`src/rtl/custom_alu_pkg.sv`:
```
// Shared types and defaults for the custom ALU issuer
// and the datapath it drives.
package custom_alu_pkg;

   localparam int ALU_XLEN = 32;
   localparam int ALU_OPW  = 4;

   typedef enum logic [1:0] {
      IDLE = 2'd0,
      WAIT = 2'd1,
      RESP = 2'd2
   } alu_iss_state_e;

endpackage

```
`src/rtl/custom_alu_issuer.sv`:
```
// Command/response front end for the combinational custom ALU:
// latches operands, waits a settle time, returns the result with its tag.
module custom_alu_issuer
   import custom_alu_pkg::*;
#(
   parameter int XLEN          = ALU_XLEN,
   parameter int OPW           = ALU_OPW,
   parameter int TAGW          = 4,
   parameter int SETTLE_CYCLES = 1
) (
   input  logic            clk,
   input  logic            resetn,
   input  logic            cmd_valid,
   output logic            cmd_ready,
   input  logic [XLEN-1:0] cmd_op_a,
   input  logic [XLEN-1:0] cmd_op_b,
   input  logic [OPW-1:0]  cmd_op_code,
   input  logic [TAGW-1:0] cmd_tag,
   output logic [XLEN-1:0] alu_op_a,
   output logic [XLEN-1:0] alu_op_b,
   output logic [OPW-1:0]  alu_op_code,
   input  logic [XLEN-1:0] alu_result,
   output logic            rsp_valid,
   input  logic            rsp_ready,
   output logic [XLEN-1:0] rsp_result,
   output logic [TAGW-1:0] rsp_tag,
   output logic            busy,
   output logic [15:0]     ops_done
);

   generate
      if (SETTLE_CYCLES < 1 || SETTLE_CYCLES > 15) begin : g_bad_settle
         $error("custom_alu_issuer: SETTLE_CYCLES must be 1..15");
      end
   endgenerate

   alu_iss_state_e state;
   alu_iss_state_e state_nxt;
   logic [3:0]     settle_cnt;
   logic [15:0]    done_cnt;
   logic           accept;
   logic           capture;
   logic           retire;

   assign cmd_ready = resetn &&
                      (state == IDLE || (state == RESP && rsp_ready));
   assign accept    = cmd_valid && cmd_ready;
   assign capture   = (state == WAIT) && (settle_cnt == 4'd1);
   assign retire    = (state == RESP) && rsp_ready;
   assign busy      = (state != IDLE);
   assign ops_done  = done_cnt;

   always_ff @(posedge clk) begin
      if (!resetn) state <= IDLE;
      else         state <= state_nxt;
   end

   always_comb begin
      state_nxt = state;
      unique case (state)
         IDLE: if (accept) state_nxt = WAIT;
         WAIT: if (capture) state_nxt = RESP;
         RESP: if (retire) state_nxt = accept ? WAIT : IDLE;
         default: state_nxt = IDLE;
      endcase
   end

   // A retire and a new accept may land on the same edge; the
   // operand/tag load and the rsp_valid drop then happen together.
   always_ff @(posedge clk) begin
      if (!resetn) begin
         alu_op_a    <= '0;
         alu_op_b    <= '0;
         alu_op_code <= '0;
         rsp_tag     <= '0;
         rsp_result  <= '0;
         rsp_valid   <= 1'b0;
         settle_cnt  <= '0;
         done_cnt    <= '0;
      end else begin
         if (accept) begin
            alu_op_a    <= cmd_op_a;
            alu_op_b    <= cmd_op_b;
            alu_op_code <= cmd_op_code;
            rsp_tag     <= cmd_tag;
            settle_cnt  <= 4'(SETTLE_CYCLES);
         end else if (state == WAIT && !capture) begin
            settle_cnt <= settle_cnt - 4'd1;
         end
         if (capture) begin
            rsp_result <= alu_result;
            rsp_valid  <= 1'b1;
         end else if (retire) begin
            rsp_valid <= 1'b0;
         end
         if (retire) done_cnt <= done_cnt + 16'd1;
      end
   end

endmodule
```
`config.mk`:
```
export PLATFORM = sky130hd
export DESIGN_NAME = custom_alu_issuer
export DESIGN_NICKNAME = d
export VERILOG_FILES = /design/src/rtl/custom_alu_pkg.sv /design/src/rtl/custom_alu_issuer.sv
export SDC_FILE = /design/constraint.sdc
export NUM_CORES = 1
export LEC_CHECK = 0
export ABC_AREA = 1
export CELL_PAD_IN_SITES_DETAIL_PLACEMENT = 0
export CELL_PAD_IN_SITES_GLOBAL_PLACEMENT = 1
export CORE_MARGIN = 5
export CORE_UTILIZATION = 30
export CTS_CLUSTER_SIZE = 40
export DETAILED_ROUTE_END_ITERATION = 10
export PLACE_DENSITY = 0.89
export SLEW_MARGIN = 20
export SYNTH_ARGS = -nofsm -noshare
export SYNTH_HDL_FRONTEND = slang
export SYNTH_SLANG_ARGS = --single-unit
```
`constraint.sdc`:
```
create_clock -name clk -period 4 [get_ports clk]
set_input_delay 0.8 -clock clk [delete_from_list [all_inputs] [get_ports clk]]
set_output_delay 0.8 -clock clk [all_outputs]
set_load 0.005 [all_outputs]
```
[Word-level counts from Yosys, hierarchy flattened]
Cells that the tools add are included.
Cells by class
  reduce and logical (&&, ||, !) cells: 13
  equal/unequal tests: 6
  bitwise logic cells: 1
  add/subtract/negate cells: 2
  mux-type cells: 9
Operators with widths (number)
  adder 16 x 1 -> 16 bit (second input constant): 1
  2-to-1 mux 2 bit: 3
  != test 2 bit (second input constant): 3
  case mux 2 bit (3 select lines): 1
  nonzero test 2 bit: 3
  logical AND 1 bit: 5
  2-to-1 mux 1 bit: 5
  == test 4 x 1 -> 1 bit (second input constant): 1
  subtractor 4 x 1 -> 4 bit (second input constant): 1
  AND reduction 3 bit: 1
  == test 2 x 1 -> 1 bit (second input constant): 1
  == test 2 bit (second input constant): 1
  logical NOT 2 bit: 1
  OR reduction 2 bit: 1
  logical NOT 1 bit: 1
  logical OR 1 bit: 1
  inverter 1 bit: 1
Storage, ports and cells
  register bits: 127
  output and inout port bits: 123
  input bits: 108

[Longest topological paths before layout]
  depth in word-level cells: 8
  depth in mapped cells: 9
  depth with buffers taken out: 9

[Worst setup path before layout]
Ideal clock, no wire load.
  path kind: input-to-output
  from: in rsp_ready
  to: out cmd_ready
  path slack: 1.748 ns
  cell stages on the path: 3
  arrival: 1.452 ns
  path buffers: 1
  cell sequence: nand3_2 a21oi_4 buf_4
Between the ends
  word-level cells in the longest chain between the ends: 3
Ends and longest elaborated chain
  start: declaration: RTL line custom_alu_issuer.sv:24  | input logic rsp_ready,
  logical AND 1 bit: RTL line custom_alu_issuer.sv:46  | (state == IDLE || (state == RESP && rsp_ready));
  logical OR 1 bit: RTL line custom_alu_issuer.sv:46
  logical AND 1 bit: RTL line custom_alu_issuer.sv:45  | assign cmd_ready = resetn &&
  end: declaration: RTL line custom_alu_issuer.sv:14  | output logic cmd_ready,
Every way passes these cells.

[Worst setup path after layout]
  from: in resetn
  to: out cmd_ready
Between the ends
  word-level cells in the longest chain between the ends: 1
Ends and longest elaborated chain
  start: declaration: RTL line custom_alu_issuer.sv:12  | input logic resetn,
  logical AND 1 bit: RTL line custom_alu_issuer.sv:45
Every way passes these cells.

==> flow_summary.ini <==
[sta]
drv_slew = 0
fin_setup_tns_ns = 0
period_needed_ns = 3.263
slew_headroom_pct = 32.87
finClkSkew_ns = 0.009364
setup-violations-final = 0
final_cycle_utilization_of_the_critical_path_pct = 81.57
worst_slew_pin_slew_ns = 1.006
fmax_mhz = 306.5
final-hold-violation-count = 0
grt_setup_unrepaired = false
final.hold.worst_slack_ns = 0.4415

[pwr]
power.net_switching_mw = 0.7570
powerDensity_nw_per_um2 = 449.2
cellInternalPower_mw = 2.703
p_sw_share_pct = 21.87
p_leak_nw = 3.293
power_mw = 3.460
clkPwrFrac_pct = 47.7
sequential_cell_fraction_of_total_power_pct = 39.9
combinational_fraction_of_design_power_pct = 12.4
ir_drop_mv = 0.2549

[floorplan]
pin_count = 231
chipHeight_um = 134.6
core_area_um2 = 15200
chipWidth_um = 134.6
initial_utilization_pct = 30.64
die-area_um2 = 18120
core.rowCount = 45

[drt]
first_iter_violations = 200
detail_route.wl_per_cell_um = 13.69
drt_wl_total_um = 14090
avgViaCountPerCell = 4.432
postRouteAntennaNets = 0
drc = 0
routed-via-count = 4561
drt_pre_antenna_iters = 4

[logic_synthesis]
synth-compound-area-share_pct = 6.554
synth_xor_area_share_pct = 0.5641
netlist_area_um2 = 4658
yosys-top-cells-area = sky130_fd_sc_hd__dfxtp_1 55%, sky130_fd_sc_hd__nand2_1 14%, sky130_fd_sc_hd__nand3_1 8.8%, sky130_fd_sc_hd__nor2_1 7.3%, sky130_fd_sc_hd__o21ai_0 4.4%
proportion_of_synthesized_area_in_mux_cells_pct = 0
synth_top_area_cell = sky130_fd_sc_hd__dfxtp_1
synth_simple_gate_area_share_pct = 31.96
synthesis.instances = 608
yosys.cell_types.count = 26
sequential_cell_area_fraction_in_the_yosys_report_pct = 54.58
largest_family_of_logic_cells_by_synthesized_area = simple AND/OR/NAND/NOR gates
syn-mean-instance-area_um2 = 7.662
synth.net_count = 719
synth.ff_latch_count = 127
ys.warnings.count = 0
synth_fa_ha_area_share_pct = 0.8058
synth.top_cell.area_share_pct = 54.58

[place]
place.detailed.hpwl_um = 9962
dpl_cell_area_um2 = 7064
portBuffers = 230
place.gp.congestion = 0.7700

[cts]
cts_buffers = 17
cts_tree = yes
cts_buffer_depth = 2
cts-root-buf = sky130_fd_sc_hd__clkbuf_16
clkSinkCount = 127
clk_latency_ns = 0.41
cts_hold_buffers = 0
clock_tree.htree_level_count = 4
cts.repair_timing.setup_buffer_count = 0
clock_pin_slew_worst_setup_and_hold_paths_ns = 0.06
cts-resized-gates = 0

[setup_path]
critical_path.max_fanout = 8
cpMostUsedCell = sky130_fd_sc_hd__clkdlybuf4s50_1
number_of_cells_on_the_worst_reg_to_reg_path = 7
crit_type = in -> out
worst_setup_path_start_kind = input port
cp_num_cells = 4
crit_arrival_ns = 2.46
critical_path_required_time_ns = 3.20
critPathBufInv = 3
end_kind = output pin
critPathSlowestCell = sky130_fd_sc_hd__clkdlybuf4s50_1
crit_path_max_incr_delay_ns = 0.59
critical_path.cell_chain = clkdlybuf4s50_1 -> clkinv_1 -> a21oi_4 -> clkdlybuf4s50_1
cpLargestDelayFamily = buffers and inverters

[run]
cap_viol_max_count = 0

[layout]
mostFrequentLayoutCell = sky130_fd_sc_hd__clkdlybuf4s50_1
layout-area-overhead-vs-synth_pct = 65.38
nNetsFinal = 940
antenna_cells_inserted = 0
final_core_util_pct = 50.67
final_area_um2 = 7704
layout.cells.most_common_list = 229 x sky130_fd_sc_hd__clkdlybuf4s50_1, 177 x sky130_fd_sc_hd__nand2_1, 127 x sky130_fd_sc_hd__dfxtp_1
drive_gt1_share_pct = 5.113

[hold_path]
worstHoldPathType = reg -> reg
hold_depth = 2

[grt]
globalRouteTotalUtil_pct = 15.43
first_global_vias = 4348
overflow = 0
pin_count_of_the_biggest_net_entering_global_routing = 73
grt_first_pass_wirelength_um = 22340
grt_antenna_before_repair = 0

[run_status]
run_status = completed
==> power groups by stage <==
stage / clock network, mW / logic [mW] / registers, mW
3_3_place_gp: 0 / 0.434 / 1.40
4_1_cts: 1.70 / 0.436 / 1.38
3_5_place_dp: 0 / 0.434 / 1.41
5_1_grt: 1.76 / 0.468 / 1.39
2_1_floorplan: 0 / 0.140 / 1.41
6_report: 1.65 / 0.428 / 1.38
==> state kept, by name, indices dropped and copies added, names as in the netlist <==
signal and cells:
settle_cnt 4, ops_done 16, alu_op_b 32, state 2
rsp_result 32, alu_op_code 4, alu_op_a 32, rsp_tag 4
rsp_valid 1
==> worst register-to-register path: cells and delay by family, from the launching register on <==
kind,cells,cell delay (ns)
flops,1,0.33
simple gates,2,0.16
fa+ha+maj,1,0.17
compound gates,1,0.15
buf+inv,3,1.06
==> cells by family after synthesis <==
family / Yosys count
simple gates: 360
flops: 127
buf+inv: 58
compound gates: 57
xor+xnor: 3
fa+ha+maj: 3
==> final timing paths <==
| kind | from | endpoint | slack, ns |
|---|---|---|---|
| setup / recovery | resetn | cmd_ready | 0.74 |
| hold / removal | alu_op_b[18]$_SDFFE_PN0P_ | alu_op_b[18]$_SDFFE_PN0P_ | 0.44 |
| setup reg to reg | settle_cnt[1]$_SDFFE_PP0P_ | rsp_valid$_SDFFE_PN0P_ | 1.97 |
| hold reg to reg | alu_op_b[18]$_SDFFE_PN0P_ | alu_op_b[18]$_SDFFE_PN0P_ | 0.44 |
==> cells in the mapped netlist, drive strengths merged <==
| cell | count |
|---|---|
| clkinv | 1 |
| or2 | 1 |
| xor2 | 3 |
| o21ai | 41 |
| nor3 | 2 |
| dfxtp | 127 |
| buf | 18 |
| nand2 | 177 |
| a21oi | 12 |
| a31oi | 1 |
| nor3b | 3 |
| nand3 | 83 |
| o21bai | 2 |
| o21a | 1 |
| ha | 3 |
| nand4 | 2 |
| nor2 | 92 |
| inv | 24 |
| clkbuf | 15 |
==> per-layer routing <==
metal | GRT usage [%] | share of wire [%] | vias to the layer above
met5 | 0 | 0 | -
met4 | 6.448 | 2.1 | 0
met3 | 5.291 | 6.4 | 18
met2 | 25.59 | 49 | 127
met1 | 18.26 | 42 | 2032
li1 | - | - | 2384
==> per-stage QoR <==
| step | worst slack, ns | std cells |
|---|---|---|
| 2_1_floorplan | 1.748 | 608 |
| 5_1_grt | 0.5984 | 1029 |
| 3_5_place_dp | 0.7423 | 998 |
| 6_report | 0.7371 | 1029 |
| 3_3_place_gp | 0.7858 | 998 |
| 4_1_cts | 0.7344 | 1029 |
==> final cells by class <==
class	count	area, µm²
clock buffer	21	480.5
inverter	25	93.84
tap	188	235.2
clock inverter	10	158.9
timing repair buffer	235	2335
sequential	127	2542
multi-input combinational	423	1858
fill	1441	7498
No activity file was read; power rests on OpenSTA's default activity.
